### src/rtl/lc3b_types.sv
// rtl/lc3b_types.sv - LC-3b shared types: control word, pipeline stage record, bubble constant
package lc3b_types;

    localparam int CONTROL_WIDTH = 33;
    localparam int PIPE_STAGES   = 4;

    typedef logic [CONTROL_WIDTH-1:0] lc3b_control;

    typedef struct packed {
        logic        valid;
        lc3b_control ctrl;
    } lc3b_ctrl_stage;

    localparam lc3b_control BUBBLE_CTRL = '0;

endpackage

### src/rtl/ctrl_stage_reg.sv
// rtl/ctrl_stage_reg.sv - one control-word pipeline register with flush/hold/bubble/load priority
module ctrl_stage_reg
    import lc3b_types::*;
#(
    parameter int               WIDTH       = CONTROL_WIDTH,
    parameter logic [WIDTH-1:0] BUBBLE_WORD = '0
) (
    input  logic             clk,
    input  logic             reset,
    input  logic             flush,
    input  logic             hold,
    input  logic             up_hold,
    input  logic [WIDTH-1:0] up_ctrl,
    input  logic             up_valid,
    output logic [WIDTH-1:0] ctrl_q,
    output logic             valid_q
);

    logic [WIDTH-1:0] ctrl_d;
    logic             valid_d;

    // Next-state mux: flush beats hold; a frozen upstream feeds a bubble instead of its word.
    always_comb begin
        ctrl_d  = ctrl_q;
        valid_d = valid_q;
        if (flush) begin
            ctrl_d  = BUBBLE_WORD;
            valid_d = 1'b0;
        end else if (hold) begin
            ctrl_d  = ctrl_q;
            valid_d = valid_q;
        end else if (up_hold) begin
            ctrl_d  = BUBBLE_WORD;
            valid_d = 1'b0;
        end else begin
            ctrl_d  = up_ctrl;
            valid_d = up_valid;
        end
    end

    // Stage register, cleared to a bubble by the asynchronous reset.
    always_ff @(posedge clk or posedge reset) begin
        if (reset) begin
            ctrl_q  <= BUBBLE_WORD;
            valid_q <= 1'b0;
        end else begin
            ctrl_q  <= ctrl_d;
            valid_q <= valid_d;
        end
    end

endmodule

### src/rtl/ctrl_pipe_regs.sv
// rtl/ctrl_pipe_regs.sv - stallable/flushable control-word pipeline with retire and stall counters
module ctrl_pipe_regs
    import lc3b_types::*;
#(
    parameter int               WIDTH       = CONTROL_WIDTH,
    parameter int               STAGES      = PIPE_STAGES,
    parameter int               CNT_WIDTH   = 16,
    parameter logic [WIDTH-1:0] BUBBLE_WORD = '0
) (
    input  logic                    clk,
    input  logic                    reset,
    input  logic [WIDTH-1:0]        ctrl_in,
    input  logic                    valid_in,
    input  logic [STAGES-1:0]       stall,
    input  logic [STAGES-1:0]       flush,
    output logic [STAGES*WIDTH-1:0] ctrl_out,
    output logic [STAGES-1:0]       valid_out,
    output logic [STAGES-1:0]       hold_out,
    input  logic                    cnt_clr,
    output logic [CNT_WIDTH-1:0]    retire_cnt,
    output logic [CNT_WIDTH-1:0]    stall_cnt
);

    logic [STAGES-1:0]    hold;
    logic                 retire_inc;
    logic                 stall_inc;
    logic [CNT_WIDTH-1:0] retire_cnt_d;
    logic [CNT_WIDTH-1:0] retire_cnt_q;
    logic [CNT_WIDTH-1:0] stall_cnt_d;
    logic [CNT_WIDTH-1:0] stall_cnt_q;

    // Hold ripples upstream from stall only, so a flushed stage still freezes those behind it.
    for (genvar k = 0; k < STAGES; k++) begin : g_hold
        if (k == STAGES - 1) begin : g_last
            assign hold[k] = stall[k];
        end else begin : g_mid
            assign hold[k] = stall[k] | hold[k+1];
        end
    end

    assign hold_out = hold;

    for (genvar k = 0; k < STAGES; k++) begin : g_stage
        logic [WIDTH-1:0] up_ctrl;
        logic             up_valid;
        logic             up_hold;

        // Stage 0 has no upstream register, so it never takes a bubble.
        if (k == 0) begin : g_first
            assign up_ctrl  = ctrl_in;
            assign up_valid = valid_in;
            assign up_hold  = 1'b0;
        end else begin : g_next
            assign up_ctrl  = ctrl_out[(k-1)*WIDTH +: WIDTH];
            assign up_valid = valid_out[k-1];
            assign up_hold  = hold[k-1];
        end

        ctrl_stage_reg #(
            .WIDTH       (WIDTH),
            .BUBBLE_WORD (BUBBLE_WORD)
        ) u_stage (
            .clk      (clk),
            .reset    (reset),
            .flush    (flush[k]),
            .hold     (hold[k]),
            .up_hold  (up_hold),
            .up_ctrl  (up_ctrl),
            .up_valid (up_valid),
            .ctrl_q   (ctrl_out[k*WIDTH +: WIDTH]),
            .valid_q  (valid_out[k])
        );
    end

    assign retire_inc = valid_out[STAGES-1] & ~hold[STAGES-1] & ~flush[STAGES-1];
    assign stall_inc  = hold[0];

    // Counter next state: clear wins over increment, both wrap freely.
    always_comb begin
        retire_cnt_d = retire_cnt_q + CNT_WIDTH'(retire_inc);
        stall_cnt_d  = stall_cnt_q + CNT_WIDTH'(stall_inc);
        if (cnt_clr) begin
            retire_cnt_d = '0;
            stall_cnt_d  = '0;
        end
    end

    // Performance counter registers.
    always_ff @(posedge clk or posedge reset) begin
        if (reset) begin
            retire_cnt_q <= '0;
            stall_cnt_q  <= '0;
        end else begin
            retire_cnt_q <= retire_cnt_d;
            stall_cnt_q  <= stall_cnt_d;
        end
    end

    assign retire_cnt = retire_cnt_q;
    assign stall_cnt  = stall_cnt_q;

endmodule

### config.mk
export PLATFORM = sky130hd
export DESIGN_NAME = ctrl_pipe_regs
export DESIGN_NICKNAME = d
export VERILOG_FILES = /design/src/rtl/lc3b_types.sv /design/src/rtl/ctrl_stage_reg.sv /design/src/rtl/ctrl_pipe_regs.sv
export SDC_FILE = /design/constraint.sdc
export NUM_CORES = 1
export LEC_CHECK = 0
export CORE_MARGIN = 5
export CORE_UTILIZATION = 46
export DETAILED_ROUTE_END_ITERATION = 16
export PLACE_DENSITY = 0.91
export SLEW_MARGIN = 20
export SYNTH_ARGS = -nofsm -noshare
export SYNTH_HDL_FRONTEND = slang
export SYNTH_SLANG_ARGS = --single-unit
export TNS_END_PERCENT = 10
### constraint.sdc
create_clock -name clk -period 6.75 [get_ports clk]
set_input_delay 0.675 -clock clk [delete_from_list [all_inputs] [get_ports clk]]
set_output_delay 0.675 -clock clk [all_outputs]
set_load 0.05 [all_outputs]
==> results of run 1 <==
## report_power, final
part / switching, mW / leakage (nW) / internal, mW
sequential: 0.00709 / 2.34 / 1.01
combinational: 0.0894 / 1.42 / 0.0436
clock: 0.405 / 0.279 / 0.545
total: 0.501 / 4.04 / 1.60
## critical path: stages
cell and delay [ns]:
clkdlybuf4s50_1 0.52, nor4_4 0.28, buf_4 0.42, inv_1 0.09, clkdlybuf4s50_1 0.71
## per-layer routing
| layer | track usage, % | wire [µm] |
|---|---|---|
| met5 | 0 | 0 |
| met2 | 37.7 | 9330 |
| met1 | 26.9 | 7100 |
| met3 | 5.98 | 1370 |
| met4 | 7.91 | 402 |
## per-stage QoR
| step | hold slack [ns] | power (mW) | setup slack [ns] | utilization [%] | std cells |
|---|---|---|---|---|---|
| finish | 0.505 | 2.10 | 3.38 | 67.5 | 936 |
| global placement | 0.487 | 1.17 | 3.40 | 63.3 | 904 |
| floorplan | 0.489 | 1.11 | 1.53 | - | 550 |
| global route | 0.522 | 2.18 | 3.24 | 67.5 | 936 |
| detailed placement | 0.491 | 1.17 | 3.37 | 63.3 | 904 |
| CTS | 0.509 | 2.12 | 3.37 | 67.5 | 936 |
## area by class of cell
cell class	instances	area (µm²)	share of cell area (%)
Clock buffer	21	470	5.02
Clock inverter	11	113	1.20
Inverter	5	23.8	0.254
Multi-Input combinational cell	331	2150	22.9
Sequential cell	168	4200	44.9
Tap cell	180	225	2.40
Timing Repair Buffer	220	2190	23.3
## final timing paths
| kind | startpoint | endpoint | depth (start not counted) |
|---|---|---|---|
| setup / recovery | stall[3] | hold_out[0] | 5 |
| hold / removal | g_stage[3].u_stage.ctrl_q[2] | g_stage[3].u_stage.ctrl_q[2] | 1 |
| setup reg to reg | g_stage[3].u_stage.valid_q | retire_cnt[14] | 6 |
| hold reg to reg | g_stage[3].u_stage.ctrl_q[2] | g_stage[3].u_stage.ctrl_q[2] | 1 |
| max in group asynchronous | reset | g_stage[3].u_stage.ctrl_q[2] | 3 |
| min in group asynchronous | reset | g_stage[0].u_stage.ctrl_q[16] | 2 |
## logic make-up (layout without fill, tap and decap cells)
kind of cell | after synthesis | count (layout) | share of synthesized area (%)
adders and majority gates | 3 | 3 | 0.575
xor gates and xnor gates | 18 | 18 | 2.41
and+or+nand+nor | 152 | 152 | 10.8
AOI/OAI and AO/OA | 156 | 156 | 17.9
buffers and inverters | 51 | 257 | 3.60
muxes | 2 | 2 | 0.345
DFF | 168 | 168 | 64.3
## cell usage after synthesis, types with 3 or more instances
| library cell | n | area (µm²) |
|---|---|---|
| nand4_1 | 5 | 31.3 |
| o21ai_0 | 8 | 40.0 |
| buf_4 | 8 | 60.1 |
| dfrtp_1 | 168 | 4200 |
| clkbuf_1 | 26 | 97.6 |
| nand2_1 | 80 | 300 |
| inv_1 | 4 | 15.0 |
| nor2b_1 | 7 | 43.8 |
| ha_1 | 3 | 37.5 |
| xnor2_1 | 9 | 78.8 |
| buf_2 | 11 | 55.1 |
| and3_1 | 4 | 25.0 |
| nand3_1 | 10 | 50.1 |
| a21oi_1 | 44 | 220 |
| xor2_1 | 9 | 78.8 |
| a22o_1 | 102 | 893 |
| nor2_1 | 22 | 82.6 |
| or3_1 | 7 | 43.8 |
## sequential cells by signal (all words and copies together) (netlist names)
register	count
g_stage.u_stage.ctrl_q	132
retire_cnt	16
stall_cnt	16
g_stage.u_stage.valid_q	4
==> flow_summary.toml, run 1 <==
[status]
status = "complete, no violations"

[die]
die_x_um = 129
coreArea_um2 = 13900
ios = 217
dieArea_um2 = 16700
rows = 43
start_util_pct = 47.1
die_y_um = 129

[final_layout]
final_nets = 791
fillers = 979
fin_area_um2 = 9370
final_common_cell = "clkdlybuf4s50_1"
n_antenna_cell = 0
syn2layout_area_growth_pct = 43.4
drive_gt1_share_pct = 6.48
final_cell_mix = "215 x clkdlybuf4s50_1, 168 x dfrtp_1, 102 x a22o_1, 80 x nand2_1, 44 x a21oi_1"

[yosys]
syn_nets = 598
synth-seq-cells = 168
ys_types = 34
synth_edf_count = 0
syn-cell-area_um2 = 6530
synthCells = 550
async_flop_share_pct = 100
syn_avg_cell_area_um2 = 11.9
yosys_warnings = 0
ys_seq_area_share_pct = 64.3
synthFlopType = "dfrtp_1"

[global_routing]
antenna_found_initial = 0
grt_pass1_wl_um = 28900
grt.total_usage_pct = 22.0
grt_max_degree = 98
grt_overflow = 0
first_global_vias = 5470

[clock_network]
cts_buffers = 17
postCtsSetupRepairBufs = 0
cts_resized = 0
cts_max_path_buffers = 2
cts-root-buf = "clkbuf_16"
worstSkewPairLatency_ns = 0.42
htreeDepth = 4
holdBufCountCts = 0
clock_sinks = 168
clk_pin_slew_ns = 0.06
cts_tree = "done"

[sta]
slew-limit-headroom_pct = 41.0
finalCriticalPeriod_ns = 3.37
tns_ns = 0
finClkSkew_ns = 0.00855
fmax_mhz = 297
finalCritPeriodShare_pct = 49.9
hold_viol = 0
tightestPinTransition_ns = 0.884
slew_violations = 0
setup_viol = 0
rsz0062_at_grt = "false"

[routing]
routed-via-count = 5261
routed_wl_um = 18200
drtPass1Iterations = 5
avgRoutedWirePerCell_um = 19.4
drc = 0
drtAntennaViolNets = 0
first_iter_violations = 314
viasPerCell = 5.62

[worst_setup_path]
rrSetupSlack_ns = 4.65
start_kind = "primary input"
crit_required_ns = 6.07
crit_path_max_fanout = 42
crit_type = "in2out"
endpoint_kind = "output port"
critical_path_arrival_ns = 2.70

[place]
placed_cell_area_um2 = 8790
io_buffers = 216
dp_hpwl_um = 12800
place_congestion = 0.868

[power]
power_leakage_nw = 4.04
peakVddDrop_mv = 0.142
power_density_nw_per_um2 = 224

[flow_run]
max_cap_viol_count = 0

[min_path]
hp-class = "reg2reg"
Power figures use the tool's default switching activity.
==> run 2: changes to the inputs <==
Clock period 6.75 ns to 3.45 ns, I/O delays scaled along.
==> flow_summary.toml, run 2 (same netlist as run 1, synthesis figures left out) <==
[final_layout]
final_common_cell = "clkdlybuf4s50_1"
fillers = 989
final_nets = 792
register_area_um2 = 4200
n_antenna_cell = 0
syn2layout_area_growth_pct = 44.5
largest_reg_flops = 132
fin_util_pct = 68.0
multi_input_area_um2 = 2150
top_register = "g_stage.u_stage.ctrl_q"
drive_gt1_share_pct = 6.61
fin_area_um2 = 9440
final_cell_mix = "216 x clkdlybuf4s50_1, 168 x dfrtp_1, 102 x a22o_1, 80 x nand2_1, 44 x a21oi_1"

[power]
peakVddDrop_mv = 0.300
power_leakage_nw = 4.06
power_density_nw_per_um2 = 450

[clock_network]
postCtsSetupRepairBufs = 0
cts_max_path_buffers = 2
cts-root-buf = "clkbuf_16"
cts_tree = "done"
clock_sinks = 168
htreeDepth = 4
cts_buffers = 17
clk_pin_slew_ns = 0.07
worstSkewPairLatency_ns = 0.42
cts_resized = 0
holdBufCountCts = 0

[die]
die_x_um = 129
die_y_um = 129
dieArea_um2 = 16700
ios = 217
start_util_pct = 47.1
rows = 43
coreArea_um2 = 13900

[routing]
drtAntennaViolNets = 0
wl_met3_um = 997
routed_wl_um = 18200
wl_met1_um = 7280
avgRoutedWirePerCell_um = 19.4
viasPerCell = 5.55
wl_met2_um = 9450
first_iter_violations = 376
drc = 0
routed-via-count = 5197
maxUsedRoutingLayer = "met4"
drtPass1Iterations = 4

[flow_run]
max_cap_viol_count = 0

[global_routing]
grt_overflow = 0
first_global_vias = 5418
antenna_found_initial = 0
grt_max_degree = 169
grt_pass1_wl_um = 29000
grt.total_usage_pct = 22.3

[worst_setup_path]
start_kind = "primary input"
endpoint_kind = "output port"
crit_required_ns = 3.11
crit_type = "in2out"
critical_path_arrival_ns = 2.45
crit_path_max_fanout = 41

[min_path]
hp-class = "in2reg"

[sta]
finalCriticalPeriod_ns = 2.80
setup_viol = 0
finClkSkew_ns = 0.00491
slew_violations = 0
tightestPinTransition_ns = 0.908
fin_ws_ns = 0.655
fmax_mhz = 358
finalCritPeriodShare_pct = 81.0
slew-limit-headroom_pct = 39.4
rsz0062_at_grt = "false"
hold_viol = 0
holdWs_ns = 0.463
tns_ns = 0

[place]
dp_slack_ns = 0.647
io_buffers = 216
dp_hpwl_um = 12700
place_congestion = 0.807
placed_cell_area_um2 = 8810

[status]
status = "complete, no violations"
## run 2: cell count changes in the layout (fill, tap and decap cells not counted), sizes merged
cell and change:
inv -3, bufinv +2, clkbuf -1, clkdlybuf4s50 +1, clkinv +1, clkinvlp +1
## run 2: critical path: stages
cell	delay (ns)
clkdlybuf4s50_1	0.53
nor4_4	0.33
buf_4	0.45
inv_1	0.08
clkdlybuf4s50_1	0.71
## run 2: path summary, 6_finish.rpt
check	from	endpoint	slack (ns)	cells after the start
min in group asynchronous	reset	g_stage[2].u_stage.ctrl_q[31]	0.53	3
setup / recovery	stall[3]	hold_out[0]	0.65	5
hold reg to reg	g_stage[3].u_stage.ctrl_q[23]	g_stage[3].u_stage.ctrl_q[23]	0.50	1
setup reg to reg	g_stage[3].u_stage.valid_q	retire_cnt[14]	1.30	6
hold / removal	ctrl_in[2]	g_stage[0].u_stage.ctrl_q[2]	0.46	3
max in group asynchronous	reset	g_stage[2].u_stage.ctrl_q[3]	2.23	3
## run 2: power by group
group          total [mW]  internal (mW)  switching [mW]
Clock                1.99           1.21           0.783
Combinational       0.265         0.0881           0.176
Sequential           2.00           1.98          0.0134
Total                4.25           3.28           0.973
## run 2: layout make-up
class,instances,area share (%)
Tap cell,180,2.39
Clock inverter,12,1.74
Timing Repair Buffer,221,23.4
Sequential cell,168,44.5
Multi-Input combinational cell,331,22.7
Clock buffer,20,4.94
Inverter,5,0.239
## run 2: per-layer routing
layer  GRT usage (%)  up-vias
met4            8.52        0
met1            27.1     2634
met5               0        -
li1                -     2340
met2            38.5      189
met3            5.28       34
## run 2: stage by stage
| step | power [mW] | instances |
|---|---|---|
| 2_1_floorplan | 2.18 | 550 |
| 4_1_cts | 4.29 | 937 |
| 3_5_place_dp | 2.30 | 905 |
| 6_report | 4.25 | 937 |
| 3_3_place_gp | 2.29 | 905 |
| 5_1_grt | 4.40 | 937 |
==> run 3: changes to the inputs <==
Settings changed: CORE_UTILIZATION 46 to 41, PLACE_DENSITY 0.91 to 0.87.
Clock period 3.45 ns to 2.55 ns, I/O delays scaled along.
==> flow_summary.toml, run 3 (same netlist as run 1, synthesis figures left out) <==
[status]
status = "complete, no violations"

[sta]
slew_violations = 0
slew-limit-headroom_pct = 40.4
finClkSkew_ns = 0.00582
tightestPinTransition_ns = 0.893
finalCritPeriodShare_pct = 87.6
hold_viol = 0
finalCriticalPeriod_ns = 2.23
tns_ns = 0
fmax_mhz = 448
setup_viol = 0
rsz0062_at_grt = "false"

[worst_setup_path]
r2r_start = "g_stage[3].u_stage.valid_q"
crit_required_ns = 2.30
crit_type = "in2out"
ff2ff_path_depth = 6
endpoint_kind = "output port"
start_kind = "primary input"
crit_path_max_fanout = 39
reg2reg_to = "retire_cnt[12]"
cp-startpoint = "stall[3]"
rrSetupSlack_ns = 0.53
critical_path.endpoint = "hold_out[0]"
critical_path_arrival_ns = 1.98

[final_layout]
syn2layout_area_growth_pct = 45.5
final_nets = 801
fin_cells = 983
drive_gt1_share_pct = 7.70
final_common_cell = "clkdlybuf4s50_1"
largest_reg_flops = 132
fillers = 1283
final_cell_mix = "214 x clkdlybuf4s50_1, 168 x dfrtp_1, 102 x a22o_1, 80 x nand2_1, 44 x a21oi_1"
top_register = "g_stage.u_stage.ctrl_q"

[clock_network]
worstSkewPairLatency_ns = 0.41
clock_sinks = 168
htreeDepth = 4
holdBufCountCts = 0
postCtsSetupRepairBufs = 0
cts_max_path_buffers = 2
cts_buffers = 17
cts_tree = "done"
cts-root-buf = "clkbuf_16"
cts_resized = 0
clk_pin_slew_ns = 0.06

[die]
die_x_um = 136
rows = 46
start_util_pct = 41.4
ios = 217
dieArea_um2 = 18600
coreArea_um2 = 15800
die_y_um = 136

[routing]
routed-via-count = 5139
routed_wl_um = 18200
drtPass1Iterations = 6
drc = 0
viasPerCell = 5.23
first_iter_violations = 239
drtAntennaViolNets = 0
avgRoutedWirePerCell_um = 18.5

[global_routing]
grt.total_usage_pct = 20.0
first_global_vias = 5191
grt_max_degree = 60
grt_overflow = 0
antenna_found_initial = 1
grt_pass1_wl_um = 28600

[power]
power_leakage_nw = 4.08
peakVddDrop_mv = 0.391
power_density_nw_per_um2 = 574

[place]
place_congestion = 0.858
place_inst = 950
dp_hpwl_um = 13100
io_buffers = 216

[flow_run]
max_cap_viol_count = 0

[min_path]
hp-class = "in2async"
## run 3: power by group
group	switching, mW	internal [mW]	total, mW
Clock	1.11	1.27	2.38
Combinational	0.240	0.130	0.369
Sequential	0.0173	2.68	2.70
Total	1.37	4.09	5.45
## run 3: layer usage
| layer | GRT usage, % | wire length (µm) | vias to the layer above |
|---|---|---|---|
| met3 | 4.48 | 920 | 44 |
| li1 | - | - | 2375 |
| met5 | 0 | 0 | - |
| met2 | 33.2 | 9160 | 162 |
| met4 | 9.52 | 748 | 0 |
| met1 | 24.7 | 7350 | 2558 |
## run 3: critical path: stages
cell and delay [ns]:
clkdlybuf4s50_1 0.53, nor4_4 0.46, buf_4 0.46, inv_1 0.08, buf_4 0.20
## run 3: stage by stage
step	setup WS (ns)	total power [mW]	util (%)	area, µm²	hold WS, ns
after floorplan	0.154	2.95	-	6540	0.386
after global placement	0.241	3.12	56.8	8950	0.486
after detailed placement	0.149	3.12	56.8	8950	0.491
after CTS	0.317	5.51	60.3	9500	0.184
after global routing	0.224	5.65	60.3	9500	0.204
final	0.316	5.45	60.3	9500	0.192
## run 3: area by class of cell
class	instances	area [µm²]	share of cell area (%)
timing repair buffer	230	2310	24.3
clock buffer	19	433	4.56
sequential	168	4200	44.2
antenna	1	2.50	0.0263
multi-input combinational	331	2150	22.6
tap	216	270	2.84
clock inverter	13	114	1.20
inverter	5	22.5	0.237
## run 3: worst min-delay path by stage
| stage | depth (start not counted) | slack [ns] | to | startpoint |
|---|---|---|---|---|
| floorplan | 2 | 0.39 | g_stage[0].u_stage.valid_q | valid_in |
| global placement | 1 | 0.49 | g_stage[3].u_stage.ctrl_q[32] | g_stage[3].u_stage.ctrl_q[32] |
| detailed placement | 1 | 0.49 | g_stage[3].u_stage.ctrl_q[32] | g_stage[3].u_stage.ctrl_q[32] |
| CTS | 2 | 0.18 | g_stage[1].u_stage.ctrl_q[2] | reset |
| global route | 2 | 0.20 | g_stage[1].u_stage.ctrl_q[2] | reset |
| finish | 2 | 0.19 | g_stage[1].u_stage.ctrl_q[2] | reset |
